<file path="config.mk">
export PLATFORM = sky130hd
export DESIGN_NAME = trap_sequencer
export DESIGN_NICKNAME = d
export VERILOG_FILES = /design/src/rtl/trap_sequencer_pkg.sv /design/src/rtl/trap_vector_calc.sv /design/src/rtl/trap_sequencer.sv
export SDC_FILE = /design/constraint.sdc
export NUM_CORES = 1
export LEC_CHECK = 0
export ABC_AREA = 1
export ABC_CLOCK_PERIOD_IN_PS = 1760
export BUFFER_PORTS_ARGS = -buffer_cell sky130_fd_sc_hd__buf_2
export CAP_MARGIN = 20
export CORE_AREA = 2 2 118 120
export DETAILED_ROUTE_END_ITERATION = 6
export DIE_AREA = 0 0 120 122
export MAX_ROUTING_LAYER = met4
export PLACE_DENSITY = 0.66
export SLEW_MARGIN = 20
export SYNTH_ARGS = -nofsm -noshare
export SYNTH_HDL_FRONTEND = slang
export SYNTH_SLANG_ARGS = --single-unit
</file>
<file path="constraint.sdc">
create_clock -name clk -period 1.76 [get_ports clk]
set_input_delay 0.264 -clock clk [delete_from_list [all_inputs] [get_ports clk]]
set_output_delay 0.264 -clock clk [all_outputs]
set_load 0.01 [all_outputs]
</file>
<file path="src/rtl/trap_sequencer_pkg.sv">
// Shared definitions for the machine-mode trap sequencer: FSM encoding,
// mtvec mode values and the standard cause codes.
package trap_sequencer_pkg;

  typedef enum logic [1:0] {
    TRAP_ST_IDLE   = 2'd0,
    TRAP_ST_SAVE   = 2'd1,
    TRAP_ST_VECTOR = 2'd2,
    TRAP_ST_RETURN = 2'd3
  } trap_state_e;

  localparam logic [1:0] MTVEC_MODE_DIRECT   = 2'b00;
  localparam logic [1:0] MTVEC_MODE_VECTORED = 2'b01;

  // Interrupt causes carry bit 31; exception causes do not.
  localparam logic [31:0] CAUSE_MSI           = 32'h8000_0003;
  localparam logic [31:0] CAUSE_MTI           = 32'h8000_0007;
  localparam logic [31:0] CAUSE_MEI           = 32'h8000_000B;
  localparam logic [31:0] CAUSE_INSTR_MISALGN = 32'h0000_0000;
  localparam logic [31:0] CAUSE_INSTR_FAULT   = 32'h0000_0001;
  localparam logic [31:0] CAUSE_ILLEGAL_INSTR = 32'h0000_0002;
  localparam logic [31:0] CAUSE_BREAKPOINT    = 32'h0000_0003;
  localparam logic [31:0] CAUSE_LOAD_MISALGN  = 32'h0000_0004;
  localparam logic [31:0] CAUSE_LOAD_FAULT    = 32'h0000_0005;
  localparam logic [31:0] CAUSE_STORE_MISALGN = 32'h0000_0006;
  localparam logic [31:0] CAUSE_STORE_FAULT   = 32'h0000_0007;
  localparam logic [31:0] CAUSE_ECALL_M       = 32'h0000_000B;

endpackage

</file>
<file path="src/rtl/trap_vector_calc.sv">
// Handler PC from mtvec and the latched cause. Vectored mode is only
// honoured when TRAP_VECTORED_EN is defined; otherwise the base is used.
module trap_vector_calc
  import trap_sequencer_pkg::*;
#(
  parameter int XLEN = 32
) (
  input  logic [XLEN-1:0] mtvec,
  input  logic [XLEN-1:0] cause,
  input  logic            is_irq,
  output logic [XLEN-1:0] handler_pc
);

  logic [XLEN-1:0] w_base;
  assign w_base = {mtvec[XLEN-1:2], 2'b00};

`ifdef TRAP_VECTORED_EN
  logic w_vectored;
  logic w_unused;
  // Mode 2'b1x falls through to direct; exceptions always land on the base.
  assign w_vectored = (mtvec[1:0] == MTVEC_MODE_VECTORED) && is_irq;
  assign handler_pc = w_vectored ? (w_base + XLEN'({cause[4:0], 2'b00})) : w_base;
  assign w_unused   = ^cause[XLEN-1:5];
`else
  logic w_unused;
  assign handler_pc = w_base;
  assign w_unused   = ^{cause, is_irq, mtvec[1:0]};
`endif

endmodule

</file>
<file path="src/rtl/trap_sequencer.sv">
// Machine-mode trap entry/return sequencer between the interrupt controller,
// commit point, CSR file and fetch PC mux. Optional macro: TRAP_VECTORED_EN.
module trap_sequencer
  import trap_sequencer_pkg::*;
#(
  parameter int XLEN = 32
) (
  input  logic            clk,
  input  logic            rst_n,
  input  logic            interrupt_req,
  input  logic [XLEN-1:0] interrupt_cause,
  input  logic            exc_valid,
  input  logic [XLEN-1:0] exc_cause,
  input  logic [XLEN-1:0] exc_pc,
  input  logic            mret_valid,
  input  logic            commit_valid,
  input  logic [XLEN-1:0] commit_pc,
  input  logic [XLEN-1:0] mtvec,
  input  logic [XLEN-1:0] mepc,
  output logic            flush,
  output logic            stall,
  output logic            mepc_we,
  output logic [XLEN-1:0] mepc_wdata,
  output logic            mcause_we,
  output logic [XLEN-1:0] mcause_wdata,
  output logic            trap_enter,
  output logic            trap_return,
  output logic            redirect_valid,
  output logic [XLEN-1:0] redirect_pc,
  output logic            busy
);

  trap_state_e     r_state, w_next;
  logic [XLEN-1:0] cause_q, epc_q;
  logic            w_idle, w_take_irq, w_take_exc, w_take_mret, w_accept;
  logic [XLEN-1:0] w_handler_pc;

  assign w_idle      = (r_state == TRAP_ST_IDLE);
  // An interrupt needs a real instruction at commit to supply a valid epc.
  assign w_take_irq  = w_idle & interrupt_req & commit_valid;
  assign w_take_exc  = w_idle & ~w_take_irq & exc_valid;
  assign w_take_mret = w_idle & ~w_take_irq & ~exc_valid & mret_valid;
  // Gated by rst_n so the Mealy flush also drops while reset is held.
  assign w_accept    = rst_n & (w_take_irq | w_take_exc | w_take_mret);

  trap_vector_calc #(.XLEN(XLEN)) u_vec (
    .mtvec      (mtvec),
    .cause      (cause_q),
    .is_irq     (cause_q[XLEN-1]),
    .handler_pc (w_handler_pc)
  );

  always_ff @(posedge clk or negedge rst_n) begin
    if (!rst_n) begin
      r_state <= TRAP_ST_IDLE;
      cause_q <= '0;
      epc_q   <= '0;
    end else begin
      r_state <= w_next;
      if (w_take_irq) begin
        cause_q <= interrupt_cause;
        epc_q   <= commit_pc;
      end else if (w_take_exc) begin
        cause_q <= exc_cause;
        epc_q   <= exc_pc;
      end
    end
  end

  always_comb begin
    w_next         = r_state;
    flush          = 1'b0;
    busy           = 1'b0;
    mepc_we        = 1'b0;
    mepc_wdata     = '0;
    mcause_we      = 1'b0;
    mcause_wdata   = '0;
    trap_enter     = 1'b0;
    trap_return    = 1'b0;
    redirect_valid = 1'b0;
    redirect_pc    = '0;
    case (r_state)
      TRAP_ST_IDLE: begin
        flush = w_accept;
        if (w_take_irq || w_take_exc) w_next = TRAP_ST_SAVE;
        else if (w_take_mret)         w_next = TRAP_ST_RETURN;
      end
      TRAP_ST_SAVE: begin
        flush        = 1'b1;
        busy         = 1'b1;
        mepc_we      = 1'b1;
        mepc_wdata   = {epc_q[XLEN-1:2], 2'b00};
        mcause_we    = 1'b1;
        mcause_wdata = cause_q;
        trap_enter   = 1'b1;
        w_next       = TRAP_ST_VECTOR;
      end
      TRAP_ST_VECTOR: begin
        flush          = 1'b1;
        busy           = 1'b1;
        redirect_valid = 1'b1;
        redirect_pc    = w_handler_pc;
        w_next         = TRAP_ST_IDLE;
      end
      TRAP_ST_RETURN: begin
        flush          = 1'b1;
        busy           = 1'b1;
        trap_return    = 1'b1;
        redirect_valid = 1'b1;
        redirect_pc    = {mepc[XLEN-1:2], 2'b00};
        w_next         = TRAP_ST_IDLE;
      end
      default: w_next = TRAP_ST_IDLE;
    endcase
  end

  assign stall = busy;

endmodule

</file>
==> flow_summary_export.csv <==
group,metric,value,unit
outcome,outcome,"finished, violations left",
outcome,violations,"negative setup slack",
clocking,ctsHtreeMaxLevel,3,
yosys,yosysMostFrequentCell,"sky130_fd_sc_hd__nand2_1",
power_and_ir_drop,peakVddDrop,657,µV
drt,ant_nets,0,
yosys,synth_top_area_cell,"sky130_fd_sc_hd__dfrtp_1",
yosys,post_synth_fa_ha_maj_area_fraction,0,%
setup_path,critical_path.startpoint,"r_state[1]",
yosys,syn-cell-area,0.00443,mm²
power_and_ir_drop,power-per-cell-area,1500,mW/mm²
timing,fin_ws,-0.00512,ns
global_route,global_route.overflow_total,0,
clocking,cts.reportedPaths.clkPinSlew,0.06,ns
yosys,synthSimpleGateAreaFrac,46.6,%
clocking,cts_tree,"done",
timing,rsz_0062_raised_after_global_routing,"yes",
yosys,synth_top_family_by_area,"simple AND/OR/NAND/NOR gates",
yosys,xor_xnor_share_of_the_synthesized_area,0,%
floorplanning,design.portCount,302,
place,numPlacedInstances,1215,
timing,finalSetupTns,-0.00722,ns
power_and_ir_drop,power_report.internal_total,5.65,mW
yosys,number_of_standard_cells_after_synthesis,781,
drt,drt-wirelength-per-cell,13.0,µm
yosys,postSynth.topFlopCell,"sky130_fd_sc_hd__dfrtp_1",
global_route,grt_first_pass_wirelength,23000,µm
job,maxCapViolCount,0,
clocking,clock_tree.buffer_depth,2,
place,dpl_cell_area,0.00601,mm²
clocking,clk_latency_worst_skew_pair,0.33,ns
final_layout,area_growth_syn_to_layout,50.6,%
timing,final_period_minus_worst_setup_slack,1.77,ns
place,setup_slack_at_placement,0.209,ns
power_and_ir_drop,design_power_total,10.0,mW
setup_path,crit_path_end_kind,"output port",
yosys,synth.distinct_cells,16,
setup_path,r2r_path_start,"r_state[1]",
final_layout,fin_cells,1251,
timing,fmax,567,MHz
global_route,grt_util_all_layers,20.8,%
place,gp_routability_congestion,0.824,
final_layout,layout.nets,1263,
power_and_ir_drop,switching_power_share_of_the_total,43.6,%
floorplanning,die_height,122,µm
yosys,synth_compound_gate_area_share,0.169,%
timing,period_share,100,%
floorplanning,start_util,32.8,%
power_and_ir_drop,power_frac_comb,56.3,%
timing,tightest_slew,0.849,ns
yosys,synth-edff-count,0,
place,dp.final_hpwl,10500,µm
place,portBuffers,289,
power_and_ir_drop,seq_power_share,25.6,%
setup_path,timing.critical_path.fanout_max,5,
yosys,post_synth_main_area_contributors,"sky130_fd_sc_hd__dfrtp_1 36%, sky130_fd_sc_hd__nand2_1 26%, sky130_fd_sc_hd__nor2_1 16%",
hold_path,hp-class,"in2async",
timing,setup_viol,3,
drt,detailedRoute.firstPassIterationCount,4,
drt,routed_wire_length,16300,µm
clocking,cts_made_buffers,9,
drt,via_count,5367,
floorplanning,rows,43,
global_route,first_global_vias,4664,
yosys,post_syn_area_per_cell,5.67,µm²
drt,detail_route.iter0.violations,173,
yosys,yosysTopAreaCellShare,36.1,%
timing,timing_hold_violations_final,0,
drt,remaining_drc_errors,0,
setup_path,critical_path_type,"reg2out",
setup_path,start_kind,"flop",
setup_path,endpoint_arrival_time_on_the_critical_path,1.50,ns
power_and_ir_drop,power_switching,4.38,mW
yosys,yosysWarnings,0,
clocking,cts_root_buffer,"sky130_fd_sc_hd__clkbuf_16",
yosys,synth.mux.area_fraction,0,%
yosys,synthArstFlopShare,100,%
floorplanning,die-width,120,µm
timing,timing.slew.headroom,43.4,%
clocking,clock_sinks,64,
timing,timing.final.max_slew_violations,0,
power_and_ir_drop,p_leak,4.50,nW
final_layout,drive_gt1_share,33.8,%
power_and_ir_drop,clkPwrFrac,18.1,%
setup_path,critPathRequiredTime,1.50,ns
floorplanning,core_region,0.0135,mm²
yosys,synth_sequential_area_ratio,36.1,%
global_route,grt_antenna_before_repair,1,
yosys,ys_ff_latch,64,
drt,drt-vias-per-instance,4.29,
yosys,synth.cells.most_frequent,"310 x sky130_fd_sc_hd__nand2_1, 190 x sky130_fd_sc_hd__nor2_1, 129 x sky130_fd_sc_hd__inv_1",
global_route,grt_start_max_net_pins,75,
final_layout,fin_area,0.00668,mm²
floorplanning,design.die.area,0.0146,mm²
timing,final.setup_skew,0.00651,ns
critical path, cell delays in order, from the launching register on:
cell                      delay (ns)
sky130_fd_sc_hd__dfrtp_2        0.44
sky130_fd_sc_hd__buf_12         0.14
sky130_fd_sc_hd__nor2_4         0.15
sky130_fd_sc_hd__inv_4          0.07
sky130_fd_sc_hd__nor3_4         0.19
sky130_fd_sc_hd__nor2_1         0.05
sky130_fd_sc_hd__buf_2          0.14
layout by cell type, fill, tap and decap left out:
master,synthesis,layout
sky130_fd_sc_hd__nor3_4,0,1
sky130_fd_sc_hd__nand3_1,30,28
sky130_fd_sc_hd__inv_4,0,2
sky130_fd_sc_hd__buf_6,0,6
sky130_fd_sc_hd__dfrtp_2,0,2
sky130_fd_sc_hd__buf_16,0,2
sky130_fd_sc_hd__nor2_4,1,2
sky130_fd_sc_hd__bufbuf_16,0,1
sky130_fd_sc_hd__conb_1,1,4
sky130_fd_sc_hd__bufinv_16,0,1
sky130_fd_sc_hd__inv_1,129,127
sky130_fd_sc_hd__nor2_2,0,12
sky130_fd_sc_hd__inv_2,2,1
sky130_fd_sc_hd__nand2_2,2,4
sky130_fd_sc_hd__nand3_2,1,3
sky130_fd_sc_hd__nor2_1,190,177
sky130_fd_sc_hd__nand2_4,0,1
sky130_fd_sc_hd__clkbuf_1,7,2
sky130_fd_sc_hd__dfrtp_1,64,62
sky130_fd_sc_hd__o211ai_1,1,1
sky130_fd_sc_hd__buf_4,13,16
sky130_fd_sc_hd__clkbuf_8,0,2
sky130_fd_sc_hd__clkinv_2,0,2
sky130_fd_sc_hd__inv_6,0,1
sky130_fd_sc_hd__buf_2,23,286
sky130_fd_sc_hd__buf_12,0,5
sky130_fd_sc_hd__diode_2,0,1
sky130_fd_sc_hd__clkbuf_16,0,12
sky130_fd_sc_hd__nand2_1,310,307
timing repair:
action,CTS,global route
gates resized for setup,13,23
endpoints found under the setup margin,89,89
setup buffers,5,6
gates cloned,3,5
hold buffers,0,0
pin swaps,0,4
metal layers:
| layer | track usage, % | routed length [µm] |
|---|---|---|
| met1 | 24.5 | 7130 |
| met2 | 35.7 | 7770 |
| met3 | 4.17 | 995 |
| met4 | 6.84 | 418 |
| met5 | - | 0 |
sequential cells by signal, indices dropped and copies added (netlist names):
signal   flops
cause_q     32
epc_q       30
r_state      2
worst paths after layout:
check                        endpoint  slack (ns)  depth (start not counted)
hold / removal              epc_q[15]        0.16                          2
min in group clk             epc_q[6]        0.21                          5
max in group asynchronous  r_state[1]        1.01                          2
setup reg to reg           cause_q[4]        0.15                          8
hold reg to reg             epc_q[14]        0.48                          2
setup / recovery                flush      -0.005                          6
cells by family (layout without fill, tap and decap cells):
| logic type | count (synthesis) | count (layout) |
|---|---|---|
| flip-flops | 64 | 64 |
| AND/OR/NAND/NOR | 535 | 535 |
| buffers and inverters | 180 | 466 |
| AO/OA/AOI/OAI | 1 | 1 |
| other | 1 | 5 |
cell type report:
class,count,area (µm²)
Clock buffer,13,260
Antenna cell,1,2.50
Sequential cell,64,1600
Timing Repair Buffer,319,1880
Inverter,131,502
Clock inverter,3,40.0
Fill cell,1482,6830
Tap cell,180,225
Multi-Input combinational cell,540,2160
power groups by stage:
stage	Combinational (mW)	Sequential, mW	Clock, mW
2_1_floorplan	3.10	2.47	0
3_3_place_gp	4.69	2.56	0
3_5_place_dp	4.75	2.56	0
4_1_cts	5.16	2.57	1.86
5_1_grt	6.23	2.68	1.92
6_report	5.64	2.57	1.81
per-stage QoR:
| stage | hold WS [ns] | util (%) |
|---|---|---|
| 2_1_floorplan | -0.0316 | - |
| 3_3_place_gp | 0.462 | 44.5 |
| 3_5_place_dp | 0.465 | 44.5 |
| 4_1_cts | 0.189 | 47.8 |
| 5_1_grt | 0.226 | 49.4 |
| 6_report | 0.164 | 49.4 |
Power figures use the tool's default switching activity.
